==> src/rtl/mmm_radix2_core_if.sv <==
// Operand/strobe/result bundle between the exponentiation control unit and the
// radix-2 Montgomery multiplier core.
interface mmm_radix2_core_if #(
  parameter int unsigned WIDTH = 8
);
  logic             en;
  logic             rst_mmm;
  logic             ld_a;
  logic [WIDTH:0]   a_in;
  logic [WIDTH:0]   b_in;
  logic [WIDTH-1:0] m_in;
  logic [WIDTH:0]   result;
  logic             busy;
  logic             done;

  modport master (
    output en, rst_mmm, ld_a, a_in, b_in, m_in,
    input  result, busy, done
  );

  modport slave (
    input  en, rst_mmm, ld_a, a_in, b_in, m_in,
    output result, busy, done
  );
endinterface

==> src/rtl/mmm_radix2_core.sv <==
// Radix-2 bit-serial Montgomery multiplier: result = A*B*2^-(WIDTH+2) mod M,
// left unreduced (< 2M), over WIDTH+2 clock-enabled iterations.
module mmm_radix2_core #(
  parameter int unsigned WIDTH = 8
) (
  input logic              clk,
  input logic              rstb,
  mmm_radix2_core_if.slave bus
);

  localparam int unsigned CntW = $clog2(WIDTH + 2);

  localparam logic [1:0] StIdle = 2'd0;
  localparam logic [1:0] StRun  = 2'd1;
  localparam logic [1:0] StDone = 2'd2;

  localparam logic [CntW-1:0] LastIter = CntW'(WIDTH + 1);

  logic [1:0]       state_q, state_d;
  logic [WIDTH:0]   a_q, a_d;
  logic [WIDTH:0]   b_q, b_d;
  logic [WIDTH-1:0] m_q, m_d;
  logic [WIDTH+1:0] r_q, r_d;
  logic [WIDTH:0]   result_q, result_d;
  logic [CntW-1:0]  i_q, i_d;

  logic [WIDTH+1:0] a_ext;
  logic             a_bit;
  logic [WIDTH+3:0] sum_s;
  logic [WIDTH+3:0] sum_t;
  logic [WIDTH+1:0] r_iter;
  logic             unused_sum;

  // Extra zero on top so the final iteration (i = WIDTH+1) reads A as 0.
  assign a_ext  = {1'b0, a_q};
  assign a_bit  = a_ext[i_q];
  assign sum_s  = {2'b00, r_q} + (a_bit ? {3'b000, b_q} : '0);
  assign sum_t  = sum_s + (sum_s[0] ? {4'b0000, m_q} : '0);
  assign r_iter = sum_t[WIDTH+2:1];

  // Bit 0 is zero by construction; the top bit cannot set for in-contract operands.
  assign unused_sum = ^{sum_t[WIDTH+3], sum_t[0]};

  always_comb begin
    state_d  = state_q;
    a_d      = a_q;
    b_d      = b_q;
    m_d      = m_q;
    r_d      = r_q;
    result_d = result_q;
    i_d      = i_q;

    case (state_q)
      StRun: begin
        r_d = r_iter;
        i_d = i_q + 1'b1;
        if (i_q == LastIter) begin
          result_d = r_iter[WIDTH:0];
          state_d  = StDone;
        end
      end
      StDone:  state_d = StIdle;
      StIdle:  state_d = StIdle;
      default: state_d = StIdle;
    endcase

    // A load from any state restarts; an in-flight run is simply discarded.
    if (bus.ld_a) begin
      a_d     = bus.a_in;
      b_d     = bus.b_in;
      m_d     = bus.m_in;
      r_d     = '0;
      i_d     = '0;
      state_d = StRun;
    end

    if (!bus.rst_mmm) begin
      state_d  = StIdle;
      a_d      = '0;
      b_d      = '0;
      m_d      = '0;
      r_d      = '0;
      result_d = '0;
      i_d      = '0;
    end
  end

  always_ff @(posedge clk or negedge rstb) begin
    if (!rstb) begin
      state_q  <= StIdle;
      a_q      <= '0;
      b_q      <= '0;
      m_q      <= '0;
      r_q      <= '0;
      result_q <= '0;
      i_q      <= '0;
    end else if (bus.en) begin
      state_q  <= state_d;
      a_q      <= a_d;
      b_q      <= b_d;
      m_q      <= m_d;
      r_q      <= r_d;
      result_q <= result_d;
      i_q      <= i_d;
    end
  end

  assign bus.result = result_q;
  assign bus.busy   = (state_q == StRun);
  assign bus.done   = (state_q == StDone);

endmodule

==> src/flat_wrapper.sv <==
// flat-port wrapper written by rule: the top's interface ports become plain ports
module mmm_radix2_core_flat 
#(
  parameter int unsigned WIDTH = 8
)
  (clk, rstb, bus_en, bus_rst_mmm, bus_ld_a, bus_a_in, bus_b_in, bus_m_in, bus_result, bus_busy, bus_done);
  mmm_radix2_core_if #(.WIDTH(WIDTH)) bus_i ();
  input logic clk;
  input logic rstb;
  input wire logic [$bits(bus_i.en)-1:0] bus_en;
  input wire logic [$bits(bus_i.rst_mmm)-1:0] bus_rst_mmm;
  input wire logic [$bits(bus_i.ld_a)-1:0] bus_ld_a;
  input wire logic [$bits(bus_i.a_in)-1:0] bus_a_in;
  input wire logic [$bits(bus_i.b_in)-1:0] bus_b_in;
  input wire logic [$bits(bus_i.m_in)-1:0] bus_m_in;
  output wire logic [$bits(bus_i.result)-1:0] bus_result;
  output wire logic [$bits(bus_i.busy)-1:0] bus_busy;
  output wire logic [$bits(bus_i.done)-1:0] bus_done;
  assign bus_i.en = bus_en;
  assign bus_i.rst_mmm = bus_rst_mmm;
  assign bus_i.ld_a = bus_ld_a;
  assign bus_i.a_in = bus_a_in;
  assign bus_i.b_in = bus_b_in;
  assign bus_i.m_in = bus_m_in;
  assign bus_result = bus_i.result;
  assign bus_busy = bus_i.busy;
  assign bus_done = bus_i.done;
  mmm_radix2_core #(.WIDTH(WIDTH)) u_core (.clk(clk), .rstb(rstb), .bus(bus_i));
endmodule
==> config.mk <==
export PLATFORM = sky130hd
export DESIGN_NAME = mmm_radix2_core_flat
export DESIGN_NICKNAME = d
export VERILOG_FILES = /design/src/rtl/mmm_radix2_core_if.sv /design/src/rtl/mmm_radix2_core.sv /design/src/flat_wrapper.sv
export SDC_FILE = /design/constraint.sdc
export NUM_CORES = 1
export LEC_CHECK = 0
export ABC_AREA = 0
export CAP_MARGIN = 20
export CORE_ASPECT_RATIO = 0.7
export CORE_UTILIZATION = 40
export CTS_CLUSTER_SIZE = 30
export DETAILED_ROUTE_END_ITERATION = 16
export GPL_ROUTABILITY_DRIVEN = 0
export MAX_ROUTING_LAYER = met4
export PLACE_DENSITY = 0.66
export SYNTH_ARGS = -nofsm -noshare
export SYNTH_HDL_FRONTEND = slang
export SYNTH_SLANG_ARGS = --single-unit
==> constraint.sdc <==
create_clock -name clk -period 7.8 [get_ports clk]
set_clock_uncertainty 0.15 [all_clocks]
set_input_delay 1.95 -clock clk [delete_from_list [all_inputs] [get_ports clk]]
set_output_delay 1.95 -clock clk [all_outputs]
set_load 0.02 [all_outputs]
After elaboration in Yosys (flattened, before gate mapping) --
Index checks and enable logic that the tools add are counted.
Word-level totals: register bits 51, latch bits 0, bits in writable memories 0, memory bits (read-only) 0, output and inout port bits 11, word-level logic and storage cells 46, memories kept 0
Operators by class: $add $sub $neg 3, multiply operators 0, div/mod/pow operators 0, magnitude comparators 1, equality and inequality tests 8, shifts and indexed selects 0, muxes and demuxes 23, bitwise gates (word level) 0, reduce and logical (&&, ||, !) cells 4
Operators by type and width (number):
- 2-to-1 mux 9 bit | 8
- 2-to-1 mux 10 bit | 3
- 2-to-1 mux 8 bit | 3
- 2-to-1 mux 4 bit | 3
- adder 10 x 11 -> 11 bit | 1
- adder 11 bit | 1
- 2-to-1 mux 2 bit | 4
- != test 2 x 1 -> 1 bit, second input constant | 3
- AND reduction 2 bit | 3
- < comparator 4 x 5 -> 1 bit, second input constant | 1
- adder 4 x 1 -> 4 bit, second input constant | 1
- binary-select mux 1 bit (select 4 bit) | 1
- == test 4 bit, second input constant | 1
- != test 4 x 3 -> 1 bit, second input constant | 1
- != test 3 x 1 -> 1 bit, second input constant | 1
- AND reduction 3 bit | 1
- == test 2 x 1 -> 1 bit, second input constant | 1
- == test 2 bit, second input constant | 1
- 2-to-1 mux 1 bit | 1

Depth between registers and ports, before layout --
word-level depth 9, mapped depth 19, mapped depth without buffers 19

Worst setup path after synthesis --
Ideal clock, no wire load.
kind register to register, start register u_core.i_q[0], end register u_core.r_q[8], data arrival time 3.663 ns, required time 7.526 ns, path slack 3.863 ns, stages on the path, launching flop included 19, buffers on the path 0, period minus slack after synthesis 3.937 ns, cells stage by stage dfrtp_1 mux4_2 a211oi_1 nor2_1 and2_1 ha_1 inv_1 fa_1 nor2b_4 o31ai_2 nor2b_1 xnor2_1 ha_1 a21oi_1 nand2_1 a221oi_1 nor2_1 xnor2_1 o21ai_1
Between the ends: word-level cells in the longest chain between the ends 9
Ends and longest elaborated chain:
- start, declared | line mmm_radix2_core.sv:25 | logic [CntW-1:0] i_q, i_d;
- start signal, assigned | line mmm_radix2_core.sv:104 | i_q <= i_d;
- binary-select mux 1 bit (select 4 bit) * | line mmm_radix2_core.sv:36 | assign a_bit = a_ext[i_q];
- 2-to-1 mux 1 bit (not written as such) * | line mmm_radix2_core.sv:36
- 2-to-1 mux 9 bit * | line mmm_radix2_core.sv:37 | assign sum_s = {2'b00, r_q} + (a_bit ? {3'b000, b_q} : '0);
- adder 10 x 11 -> 11 bit * | line mmm_radix2_core.sv:37
- 2-to-1 mux 8 bit | line mmm_radix2_core.sv:38 | assign sum_t = sum_s + (sum_s[0] ? {4'b0000, m_q} : '0);
- adder 11 bit * | line mmm_radix2_core.sv:38
- 2-to-1 mux 10 bit * | line mmm_radix2_core.sv:53 | case (state_q)
- 2-to-1 mux 10 bit * | line mmm_radix2_core.sv:68 | if (bus.ld_a) begin
- 2-to-1 mux 10 bit * | line mmm_radix2_core.sv:77 | if (!bus.rst_mmm) begin
- end signal, assigned | line mmm_radix2_core.sv:102 | r_q <= r_d;
- end, declared | line mmm_radix2_core.sv:23 | logic [WIDTH+1:0] r_q, r_d;
Every way passes the cells marked *; elsewhere a longest branch is shown, timed or not. The select of a mux whose other input is x is not followed. A chain may end at the register's enable or synchronous reset.

Worst setup path after layout --
Same ends and word-level chain as after synthesis.

==> impl_summary.md <==
Outcome
The run finished with clean final reports.

Layout
The net count of the finished layout is 362. Measured on the finished design, the core utilization comes to 0.510. The filler cells instantiated in the layout total 630. The synthesis-to-layout area growth is 21.2%. The number of antenna diodes in the final layout is 0. The share of layout cells above drive strength 1 is 0.0839.

GRT
The via count of the first global-routing pass is 2085. In the global route stage, overall resource usage came out at 0.193. The wire length of the first global-routing pass is 11000 microns. Entering global routing, the biggest net connects 52 pins. The leftover overflow at the end of global routing is 0. The initial antenna violation count is 0.

Synthesis
The number of synthesized flops with an enable pin is 0. Counting every net in the synthesized netlist gives 322. The number of distinct library cells after synthesis is 47. The Yosys step of the flow raised 0 warnings. Counting every instance in the synthesized netlist gives 269. Of the synthesized area, sequential elements account for 0.441. In this run, synthesis produced a sequential element count of 51. The synthesized cell area is 2890 sq um. The most used flip-flop cell after synthesis is sky130_fd_sc_hd__dfrtp_1.

Counting flops with an async set or reset pin after synthesis yields a share of 1.00. The average instance area after synthesis is 10.8 sq um.

Flow run
The max-cap violation count is 0.

Clocking
The total number of clock tree sinks is 51. Gates resized during post-CTS repair numbered 0. Buffers inserted during clock tree synthesis total 5. In this run, post-CTS hold repair placed 0 buffers. The buffer cell driving the clock tree root is sky130_fd_sc_hd__clkbuf_8. The H-tree generated during clock tree synthesis spans 2 levels. After clock tree synthesis, the clock-pin slew on the worst setup and hold paths is 0.10 ns. The later pin in the worst-skew pair is clocked with a latency of 0.30 ns. The count of buffers added by post-CTS timing repair for setup is 0. TritonCTS built the clock tree.

The maximum root-to-sink buffer count is 2.

Pwr
The peak supply drop is 71.9 uV. The reported leakage power is 1.65 nW. The power density of the placed cells is 156 nW/um^2.

Critical path
The path type of the worst setup path is reg2reg. The signal on the critical path passes through mux4_2, a211oi_1, nor2_1, and2_1, ha_1, inv_1, fa_1, nor2b_4, o31ai_2, nor2b_1, xnor2_1, ha_1, a21oi_1, nand2_1, a221oi_1, nor2_1, xnor2_1, o21ai_1. The endpoint of the worst-slack reg-to-reg timing path is u_core.r_q[8].

STA classifies the critical path startpoint as a register. Along the worst path, the maximum fanout reaches 9. The critical path capture point is u_core.r_q[8]. Data on the critical path is required at its endpoint by 7.84 ns. The standard cell with the maximum stage delay on the critical path is sky130_fd_sc_hd__mux4_2. The capturing element type of the critical path is a register.

The critical path starts at u_core.i_q[0]. The maximum cell stage delay along the critical path is 0.54 ns. The total stage count of the critical path is 18. The setup check on the worst reg-to-reg path leaves a slack of 3.44 ns. The worst register-to-register path has a depth of 18. The cell class contributing the biggest share of worst-path delay is compound AO/OA/AOI/OAI gates.

The worst path buffer plus inverter count is 1. The arrival time of data at the critical path endpoint is 4.39 ns. The worst register-to-register path begins at u_core.i_q[0].

STA
The worst path in the final design needs a cycle of 4.36 ns, including I/O delays and setup. Derived from the worst setup path, the maximum achievable clock frequency is 230 MHz. The measured slew at the worst slew-check pin is 1.03 ns.

The final count of hold timing violations is 0. The relative max-transition margin is 0.315. In the final timing run, aggregate negative setup slack is 0 ns. Setup repair after global routing left no endpoint under its margin. The number of max-slew violations in the final report came to 0.

In the finished design, the share of the clock period the worst path needs comes to 0.559. The number of setup violations in the final report is 0.

Detailed routing
The first-iteration detailed-routing DRC count is 126. Dividing the detail-routed wire length by the instance count gives 15.9 microns. The average via count per standard cell is 5.36. The final route contains 2165 vias. The first TritonRoute pass finished after 4 iterations. The count of nets left with antenna violations after detail routing is 0. For this block, the routed nets add up to 6420 microns of wire. In the routed design, unresolved DRC markers number 0.

Place
After legalization and detailed placement, the total HPWL measured 4860 microns. The count of buffers from port buffering is 41.

Die
The I/O pin total is 42. The die width is 104 microns. The die covers 7580 sq um.

In this run the standard cell core region covers 6880 sq um. The starting density of the core is 0.421. The initialized floorplan defines 25 standard-cell rows.

The height of the chip is 73.2 microns.

Hold path
The class of the most critical hold timing path is reg2reg.
## worst reg2reg max path, cell delays in order (launching register included)
cell	delay, ns
sky130_fd_sc_hd__dfrtp_1	0.53
sky130_fd_sc_hd__mux4_2	0.54
sky130_fd_sc_hd__a211oi_1	0.25
sky130_fd_sc_hd__nor2_1	0.14
sky130_fd_sc_hd__and2_1	0.18
sky130_fd_sc_hd__ha_1	0.21
sky130_fd_sc_hd__inv_1	0.09
sky130_fd_sc_hd__fa_1	0.24
sky130_fd_sc_hd__nor2b_4	0.06
sky130_fd_sc_hd__o31ai_2	0.27
sky130_fd_sc_hd__nor2b_1	0.20
sky130_fd_sc_hd__xnor2_1	0.13
sky130_fd_sc_hd__ha_1	0.32
sky130_fd_sc_hd__a21oi_1	0.22
sky130_fd_sc_hd__nand2_1	0.08
sky130_fd_sc_hd__a221oi_1	0.24
sky130_fd_sc_hd__nor2_1	0.08
sky130_fd_sc_hd__xnor2_1	0.22
sky130_fd_sc_hd__o21ai_1	0.08
## synth_stat cells (all sizes together) (3+ instances only)
| library cell | instances | area [sq um] |
|---|---|---|
| nor2 | 15 | 56.3 |
| o21ai | 12 | 60.1 |
| and2 | 17 | 106 |
| inv | 11 | 41.3 |
| nand2 | 20 | 75.1 |
| nand2b | 3 | 26.3 |
| xnor2 | 14 | 123 |
| clkbuf | 8 | 30.0 |
| dfrtp | 51 | 1280 |
| nor3 | 5 | 35.0 |
| ha | 20 | 250 |
| a211oi | 3 | 32.5 |
| a21o | 4 | 31.3 |
| xor2 | 3 | 26.3 |
| a21oi | 12 | 75.1 |
| a22o | 40 | 350 |
## area by class of cell
type	instances	area, sq um	area share
clock buffer	6	82.6	0.0235
clock inverter	2	35.0	0.00999
inverter	11	41.3	0.0118
multi-input combinational	198	1540	0.440
sequential	51	1280	0.364
tap	94	118	0.0335
timing repair buffer	42	413	0.118
## placed cells by master, fill, tap and decap left out, types with 3 or more instances in the layout
cell type and instances:
sky130_fd_sc_hd__dfrtp_1 51, sky130_fd_sc_hd__a22o_1 40, sky130_fd_sc_hd__clkdlybuf4s50_1 40, sky130_fd_sc_hd__nand2_1 20, sky130_fd_sc_hd__ha_1 20, sky130_fd_sc_hd__and2_1 17
sky130_fd_sc_hd__nor2_1 15, sky130_fd_sc_hd__xnor2_1 14, sky130_fd_sc_hd__inv_1 11, sky130_fd_sc_hd__a21oi_1 8, sky130_fd_sc_hd__o21ai_0 8, sky130_fd_sc_hd__clkbuf_8 6
sky130_fd_sc_hd__o21ai_1 4, sky130_fd_sc_hd__a21oi_2 4, sky130_fd_sc_hd__a21o_1 3, sky130_fd_sc_hd__xor2_1 3, sky130_fd_sc_hd__nor3_1 3
## layer usage
metal  up-vias  share of wire  GRT usage
met2        58           0.38      0.262
met3         4          0.051     0.0304
li1       1059              -          -
met1      1044           0.56      0.301
met5         -              0          -
met4         0         0.0047     0.0333
## through the flow
stage / area [sq um] / hold WS [ns] / worst slack, ns / std cells / total power, mW
detailed placement: 3390 / 0.329 / 3.46 / 396 / 0.358
floorplan: 2890 / 0.312 / 3.86 / 269 / 0.324
finish: 3510 / 0.346 / 3.44 / 404 / 0.546
global route: 3510 / 0.373 / 3.14 / 404 / 0.574
global placement: 3390 / 0.316 / 3.62 / 396 / 0.356
CTS: 3510 / 0.352 / 3.45 / 404 / 0.553
## cells by family (layout without fill, tap and decap cells)
kind of cell             after synthesis  count (layout)  synth area share
buffers and inverters                 20              61            0.0264
AND/OR/NAND/NOR                       73              73             0.137
AO/OA/AOI/OAI                         84              84             0.228
multiplexers                           2               2            0.0156
adder cells (fa/ha/maj)               22              22             0.100
XOR/XNOR                              17              17            0.0515
flip-flops                            51              51             0.441
## how the worst min path moves through the flow
stage,start,end,slack (ns),cells past startpoint
CTS,u_core.bus.result[1],u_core.bus.result[1],0.35,2
finish,u_core.bus.result[1],u_core.bus.result[1],0.35,2
global route,u_core.bus.result[1],u_core.bus.result[1],0.37,2
detailed placement,u_core.bus.result[1],u_core.bus.result[1],0.33,2
global placement,u_core.bus.result[1],u_core.bus.result[1],0.32,2
floorplan,u_core.r_q[8],u_core.r_q[8],0.31,2
## flip-flops by register name, summed over array words and instances (netlist names)
name,count
u_core.i_q,4
u_core.b_q,9
u_core.bus.result,9
u_core.state_q,2
u_core.r_q,10
u_core.m_q,8
u_core.a_q,9
## power by group
part | internal, mW | switching [mW] | total [mW]
Sequential | 0.276 | 0.00856 | 0.285
Combinational | 0.0332 | 0.0339 | 0.0672
Clock | 0.104 | 0.0904 | 0.194
Note: power is estimated with default switching activity, not from simulation.
